===== config.mk =====
export PLATFORM = sky130hd
export DESIGN_NAME = if_fetch_controller_flat
export DESIGN_NICKNAME = d
export VERILOG_FILES = /design/src/rtl/if_fetch_controller_if.sv /design/src/rtl/if_fetch_controller.sv /design/src/flat_wrapper.sv
export SDC_FILE = /design/constraint.sdc
export NUM_CORES = 1
export LEC_CHECK = 0
export ABC_AREA = 1
export BUFFER_PORTS_ARGS = -buffer_cell sky130_fd_sc_hd__buf_2
export CAP_MARGIN = 20
export CORE_MARGIN = 3
export CORE_UTILIZATION = 40
export DETAILED_ROUTE_END_ITERATION = 16
export GPL_TIMING_DRIVEN = 0
export PLACE_DENSITY = 0.62
export SKIP_LAST_GASP = 1
export SYNTH_ARGS = -nofsm -noshare
export SYNTH_HDL_FRONTEND = slang
export SYNTH_SLANG_ARGS = --single-unit
export TNS_END_PERCENT = 100

===== constraint.sdc =====
create_clock -name clock -period 3.4 [get_ports clock]
set_input_delay 1.02 -clock clock [delete_from_list [all_inputs] [get_ports clock]]
set_output_delay 1.02 -clock clock [all_outputs]
set_load 0.01 [all_outputs]

===== src/rtl/if_fetch_controller_if.sv =====
// Instruction-memory request/ready channel between the fetch controller and instruction memory.
interface if_fetch_controller_if;
    logic        imem_req;
    logic [31:0] imem_addr;
    logic        imem_ready;
    logic [31:0] imem_rdata;

    modport master (
        output imem_req,
        output imem_addr,
        input  imem_ready,
        input  imem_rdata
    );

    modport slave (
        input  imem_req,
        input  imem_addr,
        output imem_ready,
        output imem_rdata
    );
endinterface


===== src/rtl/if_fetch_controller.sv =====
// IF-stage fetch sequencer: owns the PC, drives the imem handshake, holds the fetched
// instruction for ID, honours stall and applies branch redirects with wrong-path squash.
module if_fetch_controller #(
    parameter logic [31:0] RESET_PC = 32'h0000_0000,
    parameter logic [31:0] PC_STEP  = 32'd1
) (
    input  logic                          clock,
    input  logic                          reset,
    if_fetch_controller_if.master         imem,
    input  logic                          stall,
    input  logic                          branch_taken,
    input  logic [31:0]                   branch_target,
    output logic                          if_valid,
    output logic [31:0]                   if_pc,
    output logic [31:0]                   if_newpc,
    output logic [31:0]                   if_inst,
    output logic [3:0]                    if_inst_num
);

    typedef enum logic [1:0] {
        S_BOOT = 2'd0,
        S_REQ  = 2'd1,
        S_HOLD = 2'd2,
        S_DROP = 2'd3
    } state_t;

    state_t      state_q, state_d;
    logic [31:0] pc_q, pc_d;
    logic [31:0] target_q, target_d;
    logic        req_q, req_d;
    logic        valid_d;
    logic [31:0] if_pc_d, if_newpc_d, if_inst_d;
    logic [3:0]  inst_num_d;
    logic        accept_c;
    logic        outstanding_c;

    assign imem.imem_req  = req_q;
    assign imem.imem_addr = pc_q;

    // A redirect always beats acceptance, so the response in a branch cycle is dropped.
    assign accept_c      = imem.imem_ready && (state_q == S_REQ) && (!if_valid || !stall)
                           && !branch_taken;
    assign outstanding_c = req_q && !imem.imem_ready;

    // State register
    always_ff @(posedge clock or negedge reset) begin
        if (!reset) state_q <= S_BOOT;
        else        state_q <= state_d;
    end

    // Next-state logic
    always_comb begin
        state_d = state_q;
        unique case (state_q)
            S_BOOT: state_d = S_REQ;
            S_REQ: begin
                if (branch_taken)          state_d = outstanding_c ? S_DROP : S_REQ;
                else if (if_valid && stall) state_d = S_HOLD;
            end
            S_HOLD: if (branch_taken || !stall) state_d = S_REQ;
            S_DROP: if (imem.imem_ready)        state_d = S_REQ;
            default: state_d = S_BOOT;
        endcase
    end

    // Next values for PC, request and the IF/ID output register
    always_comb begin
        pc_d       = pc_q;
        target_d   = branch_taken ? branch_target : target_q;
        valid_d    = if_valid;
        if_pc_d    = if_pc;
        if_newpc_d = if_newpc;
        if_inst_d  = if_inst;
        inst_num_d = if_inst_num;
        req_d      = (state_d == S_REQ) || (state_d == S_DROP);

        if (state_q == S_DROP) begin
            // Newest target wins if a second redirect lands on the completing cycle.
            if (imem.imem_ready) pc_d = branch_taken ? branch_target : target_q;
        end else if (branch_taken) begin
            if (state_d != S_DROP) pc_d = branch_target;
        end else if (accept_c) begin
            pc_d = pc_q + PC_STEP;
        end

        if (branch_taken) begin
            valid_d = 1'b0;
        end else if (accept_c) begin
            valid_d    = 1'b1;
            if_pc_d    = pc_q;
            if_newpc_d = pc_q + PC_STEP;
            if_inst_d  = imem.imem_rdata;
            inst_num_d = if_inst_num + 4'd1;
        end else if (state_q == S_REQ && if_valid && !stall && !imem.imem_ready) begin
            valid_d = 1'b0;
        end
    end

    // Datapath registers
    always_ff @(posedge clock or negedge reset) begin
        if (!reset) begin
            pc_q        <= RESET_PC;
            target_q    <= 32'd0;
            req_q       <= 1'b0;
            if_valid    <= 1'b0;
            if_pc       <= 32'd0;
            if_newpc    <= 32'd0;
            if_inst     <= 32'd0;
            if_inst_num <= 4'd0;
        end else begin
            pc_q        <= pc_d;
            target_q    <= target_d;
            req_q       <= req_d;
            if_valid    <= valid_d;
            if_pc       <= if_pc_d;
            if_newpc    <= if_newpc_d;
            if_inst     <= if_inst_d;
            if_inst_num <= inst_num_d;
        end
    end

endmodule


===== src/flat_wrapper.sv =====
// flat-port wrapper written by rule: the top's interface ports become plain ports
module if_fetch_controller_flat 
#(
    parameter logic [31:0] RESET_PC = 32'h0000_0000,
    parameter logic [31:0] PC_STEP  = 32'd1
)
  (clock, reset, stall, branch_taken, branch_target, if_valid, if_pc, if_newpc, if_inst, if_inst_num, imem_imem_req, imem_imem_addr, imem_imem_ready, imem_imem_rdata);
  if_fetch_controller_if imem_i ();
  input  logic clock;
  input  logic reset;
  input  logic stall;
  input  logic branch_taken;
  input  logic [31:0] branch_target;
  output logic if_valid;
  output logic [31:0] if_pc;
  output logic [31:0] if_newpc;
  output logic [31:0] if_inst;
  output logic [3:0] if_inst_num;
  output wire logic [$bits(imem_i.imem_req)-1:0] imem_imem_req;
  output wire logic [$bits(imem_i.imem_addr)-1:0] imem_imem_addr;
  input wire logic [$bits(imem_i.imem_ready)-1:0] imem_imem_ready;
  input wire logic [$bits(imem_i.imem_rdata)-1:0] imem_imem_rdata;
  assign imem_imem_req = imem_i.imem_req;
  assign imem_imem_addr = imem_i.imem_addr;
  assign imem_i.imem_ready = imem_imem_ready;
  assign imem_i.imem_rdata = imem_imem_rdata;
  if_fetch_controller #(.RESET_PC(RESET_PC), .PC_STEP(PC_STEP)) u_core (.clock(clock), .reset(reset), .imem(imem_i), .stall(stall), .branch_taken(branch_taken), .branch_target(branch_target), .if_valid(if_valid), .if_pc(if_pc), .if_newpc(if_newpc), .if_inst(if_inst), .if_inst_num(if_inst_num));
endmodule

==> results of run 1 <==
-- flip-flops by register name, summed over array words and instances (netlist names) --
register,cells
u_core.if_inst,32
u_core.if_newpc,32
u_core.if_pc,32
u_core.imem.imem_addr,32
u_core.target_q,32
u_core.if_inst_num,4
u_core.state_q,2
u_core.if_valid,1
-- path summary, 6_finish.rpt --
path | start | endpoint | slack (ns)
worst max-delay path | branch_taken | u_core.if_pc[3] | 0.95
worst min-delay path | u_core.target_q[3] | u_core.target_q[3] | 0.46
worst max register to register | u_core.state_q[1] | u_core.if_pc[3] | 1.36
worst min register to register | u_core.target_q[3] | u_core.target_q[3] | 0.46
max in group asynchronous | reset | u_core.if_inst[7] | 1.98
min in group asynchronous | reset | u_core.if_pc[12] | 0.56
-- final cells by class --
class,instances,area (um2)
Buffer,39,194
Clock buffer,20,457
Clock inverter,11,77.6
Fill cell,1907,9230
Inverter,45,169
Multi-Input combinational cell,763,3130
Sequential cell,167,4180
Tap cell,234,293
Timing Repair Buffer,202,1040
-- synthesized netlist by cell type, types with 2 or more instances --
cell type,count,area share
clkbuf_1,15,0.0073
nand2_1,605,0.30
dfrtp_1,167,0.54
nand2_2,3,0.0024
xnor2_1,2,0.0023
o21ai_1,3,0.0020
inv_2,2,0.00098
o311ai_0,2,0.0023
ha_1,2,0.0033
buf_2,20,0.013
nor2_1,51,0.025
nor2_2,6,0.0049
nand4_1,2,0.0016
o221ai_1,4,0.0046
xor2_1,14,0.016
inv_1,42,0.021
nor2_4,2,0.0029
buf_6,3,0.0044
nand3_1,21,0.014
o21ai_0,43,0.028
-- per-layer routing --
layer,wire length [um],vias up,global-route usage
li1,-,3536,-
met1,10300,3237,0.307
met2,10600,251,0.356
met3,1680,32,0.0536
met4,461,2,0.0712
met5,7,-,0
-- worst min-delay path, stage by stage (launching register included) --
cell	delay, ns
dfrtp_1	0.32
nand2_1	0.06
nand2_1	0.05
-- kinds of logic after synthesis --
kind of cell	count (synthesis)	synth area share
buf+inv	84	0.0473
compound gates	54	0.0387
flops	167	0.545
simple gates	691	0.348
fa+ha+maj	2	0.00326
xor+xnor	16	0.0183
-- power by group through the flow --
stage	logic [mW]	clock network (mW)	registers [mW]
floorplan	1.37	0	3.49
global placement	2.88	0	3.28
detailed placement	2.94	0	3.27
CTS	2.94	1.80	3.26
global route	3.29	1.90	3.36
finish	2.90	1.77	3.26
-- cell usage in the layout (no fill, tap or decap), drive strengths merged --
master / count
o311ai: 2
nand2: 608
o221ai: 4
clkbuf: 35
inv: 45
or2: 1
dfrtp: 167
a31oi: 1
nor2: 59
o21ai: 46
o21a: 1
clkinv: 8
nand4: 2
xnor2: 2
nand3: 21
buf: 226
ha: 2
clkinvlp: 3
xor2: 14
==> metrics.cfg, run 1 <==
[final_layout]
layout-drive-gt1-share = 0.215
area_growth_pct = 24.4
instances_no_fill = 1481
fin_util = 0.508
antenna_cells = 0
fin_area_um2 = 9540
nets = 1306

[power_and_ir_drop]
intPower_mw = 4.72
ir_drop_mv = 0.468
swShare = 0.405
finalPower_mw = 7.92
p_comb_frac = 0.365
power_frac_seq = 0.412
p_leak_nw = 5.41
p_sw_mw = 3.21
clkPwrFrac = 0.223
p_per_area_nw_per_um2 = 831

[synthesis]
syn_nets = 1085
avgSynthCellArea_um2 = 7.56
ys.flop_type = dfrtp_1
synth_cell_types = 25
synth-seq-cells = 167
ys_seq_area_frac = 0.545
ys_async_sr_fraction = 1.00
yosysWarnings = 0
syn_inst = 1014
synth-edff-count = 0
syn_area_um2 = 7670

[placed_design]
place.gp.congestion = 0.925
post-place-ws_ns = 0.470
place_area_um2 = 9000
hpwl_mm = 17.3
port_buffers = 201
placedCellCount = 1450

[sta]
slew_headroom = 0.497
worstMarginPinSlew_ns = 0.755
fin_ws_ns = 0.947
grt_setup_unrepaired = false
setup_tns_ns = 0
setup_violations = 0
whs_ns = 0.462
finalCriticalPeriod_ns = 2.45
maxSlewViolCount = 0
post-route-period-util = 0.721
skew_ns = 0.00702
fmax_mhz = 408
finalHoldViolations = 0

[critical_path]
cp-end-kind = register
cp_top_family = buffers and inverters
worstPathArrival_ns = 2.74
r2r_cells = 5
cp_cell_sequence = buf_2 > nor2_2 > nand4_1 > clkbuf_1 > clkbuf_1 > o21ai_0
worst_path_max_delay_cell = clkbuf_1
path_class = in2reg
path_common_cell = clkbuf_1
critPathBufInv = 3
crit_path_max_incr_delay_ns = 0.60
crit_required_ns = 3.68
cp.depth = 6
crit_fanout = 10
cp-start-kind = input port

[detailed_routing]
drc = 0
vias_per_cell = 4.77
drt_iter0_drc = 465
wire_per_inst_um = 15.5
drt_wl_total_mm = 23.0
via_count = 7058
dr.pass1.iters = 5
ant_nets = 0

[floorplanning]
initial_core_util = 0.409
ioPinCount = 203
die-area_um2 = 20900
die_h_um = 144
rows = 50
coreArea_um2 = 18800
chipWidth_um = 144

[cts]
insertion_delay_ns = 0.42
htree_levels = 4
cts_root_buf = clkbuf_16
path_clk_slew_ns = 0.07
clock-sinks = 167
cts_tree = built
clockBufferDepth = 2
cts_buffers = 17
post_cts_buffers = 0
hold_buffers = 0
post_cts_resize_count = 0

[worst_hold_path]
worstHoldPathCells = 2
hold_class = reg2reg

[run_status]
status = complete, no violations

[global_route]
grt_overflow_total = 0
antenna_found_initial = 1
grt_pass1_wl_mm = 35.9
grt_pass1_vias = 6629
grt_start_max_net_pins = 88
grt_util_all_layers = 0.225

[flow_run]
maxCapViolations = 0

(Power assumes the default switching activity.)
==> inputs of run 2 (changes only) <==
--- a/config.mk
+++ b/config.mk
@@ -12,7 +12,7 @@
 export CORE_UTILIZATION = 40
 export DETAILED_ROUTE_END_ITERATION = 16
 export GPL_TIMING_DRIVEN = 0
-export PLACE_DENSITY = 0.62
+export PLACE_DENSITY = 0.65
 export SKIP_LAST_GASP = 1
 export SYNTH_ARGS = -nofsm -noshare
 export SYNTH_HDL_FRONTEND = slang
==> constraint.sdc (replaced) <==
create_clock -name clock -period 2.2 [get_ports clock]
set_input_delay 0.66 -clock clock [delete_from_list [all_inputs] [get_ports clock]]
set_output_delay 0.66 -clock clock [all_outputs]
set_load 0.01 [all_outputs]
==> metrics.cfg, run 2 (same netlist as run 1, synthesis figures left out) <==
[final_layout]
fin_util = 0.513  ; was 0.508
nets = 1306  ; unchanged
area_growth_pct = 25.6  ; was 24.4%
layout_common_cells = 605 x nand2_1, 220 x buf_2, 167 x dfrtp_1  ; unchanged
final_common_cell = nand2_1  ; unchanged
multi_input_area_um2 = 3130  ; unchanged
layout-drive-gt1-share = 0.217  ; was 0.215
seq_area_um2 = 4180  ; unchanged
fillers = 1862  ; was 1907

[sta]
fmax_mhz = 538
finalCriticalPeriod_ns = 1.86
setup_violations = 0  ; unchanged
slew_headroom = 0.572  ; was 0.497
skew_ns = 0.00965  ; was 0.00702 ns
post-route-period-util = 0.844
grt_setup_unrepaired = false  ; unchanged
finalHoldViolations = 0  ; unchanged
whs_ns = 0.191  ; was 0.462 ns
worstMarginPinSlew_ns = 0.642  ; was 0.755 ns
maxSlewViolCount = 0  ; unchanged

[floorplanning]
initial_core_util = 0.409  ; unchanged
rows = 50  ; unchanged
die_h_um = 144  ; unchanged
ioPinCount = 203  ; unchanged
coreArea_um2 = 18800  ; unchanged
die-area_um2 = 20900  ; unchanged
chipWidth_um = 144  ; unchanged

[cts]
hold_buffers = 0  ; unchanged
clockBufferDepth = 2  ; unchanged
insertion_delay_ns = 0.43  ; was 0.42 ns
htree_levels = 4  ; unchanged
path_clk_slew_ns = 0.07  ; about the same
post_cts_resize_count = 0  ; unchanged
clock-sinks = 167  ; unchanged
cts_buffers = 17  ; unchanged
cts_tree = built  ; unchanged
post_cts_buffers = 0  ; unchanged
cts_root_buf = clkbuf_16  ; unchanged

[power_and_ir_drop]
p_per_area_nw_per_um2 = 1320  ; was 831 nW/um2
finalPower_mw = 12.7  ; was 7.92 mW
p_leak_nw = 5.46  ; was 5.41 nW
ir_drop_mv = 0.694  ; was 0.468 mV

[global_route]
grt_use_met2 = 0.368  ; was 0.356
grt_overflow_total = 0  ; unchanged
grt_pass1_wl_mm = 37.2  ; was 35.9 mm
grt_pass1_vias = 6842  ; was 6629
grt_util_all_layers = 0.232  ; was 0.225
use_met1 = 0.315  ; was 0.307
top_usage_layer = met2  ; unchanged
antenna_found_initial = 2  ; was 1
grt_start_max_net_pins = 90  ; was 88
grtUsageMet3 = 0.0536  ; unchanged

[critical_path]
cp-end-kind = register  ; unchanged
crit_required_ns = 2.52  ; was 3.68 ns
crit_fanout = 5  ; was 10
r2r-start = u_core.imem.imem_addr[1]  ; was u_core.state_q[1]
setup.worst_path.start = u_core.imem.imem_addr[1]  ; was branch_taken
path_class = reg2reg  ; was in2reg
worstPathArrival_ns = 2.18  ; was 2.74 ns
cp-start-kind = register  ; was input port

[placed_design]
place.gp.congestion = 0.939  ; was 0.925
hpwl_mm = 17.5  ; was 17.3 mm
port_buffers = 201  ; unchanged

[detailed_routing]
drc = 0  ; unchanged
ant_nets = 0  ; unchanged
dr.pass1.iters = 7  ; was 5
drt_iter0_drc = 451  ; was 465
wire_per_inst_um = 15.8  ; was 15.5 um
vias_per_cell = 4.83  ; was 4.77
via_count = 7162  ; was 7058
drt_wl_total_mm = 23.4  ; was 23.0 mm

[flow_run]
maxCapViolations = 0  ; unchanged

[run_status]
status = complete, no violations  ; unchanged

[worst_hold_path]
hold_class = in2async  ; was reg2reg

-- run 2: where the power goes --
| part | switching [mW] | internal (mW) |
|---|---|---|
| clock | 1.30 | 1.86 |
| sequential | 0.889 | 4.14 |
| combinational | 2.86 | 1.66 |
| total | 5.06 | 7.66 |
-- run 2: final timing paths --
check | end | slack, ns | cells past startpoint
max reg2reg | u_core.imem.imem_addr[18] | 0.34 | 12
max | u_core.imem.imem_addr[18] | 0.34 | 12
min | u_core.if_pc[15] | 0.19 | 1
min reg2reg | u_core.target_q[6] | 0.46 | 2
min in group clock | u_core.if_inst[15] | 0.42 | 3
max in group asynchronous | u_core.if_inst[9] | 1.15 | 2
-- run 2: layout make-up --
type / count / area share
sequential: 167 / 0.434
tap: 234 / 0.0304
timing repair buffer: 202 / 0.108
buffer: 39 / 0.0203
antenna: 1 / 0.000260
inverter: 45 / 0.0175
multi-input combinational: 763 / 0.325
clock inverter: 13 / 0.0174
clock buffer: 19 / 0.0470
-- run 2: critical path, stage by stage, from the launching register on --
cell and delay, ns:
dfrtp_1 0.42, ha_1 0.21, nand2_1 0.09, nor2_1 0.15
nand2_1 0.23, nor2_4 0.23, nand2_1 0.07, nand2_1 0.06
nand2_1 0.09, nand2_1 0.07, nand2_1 0.04, nand2_1 0.05
nand2_1 0.04
-- run 2: metrics by stage --
step	cell area [um2]	std cells	TNS (ns)	setup slack [ns]
2_1_floorplan	7670	1014	0	0.457
3_3_place_gp	8970	1449	-385.41	-2.26
3_5_place_dp	9000	1450	-10.86	-0.350
4_1_cts	9630	1482	0	0.108
5_1_grt	9630	1482	0	0.0959
6_report	9630	1483	0	0.342
-- run 2: routing by layer --
layer  vias to the layer above  wire [um]
met5                         -         27
met4                         4        475
met3                        34       1760
met2                       270      10900
met1                      3303      10200
li1                       3551          -
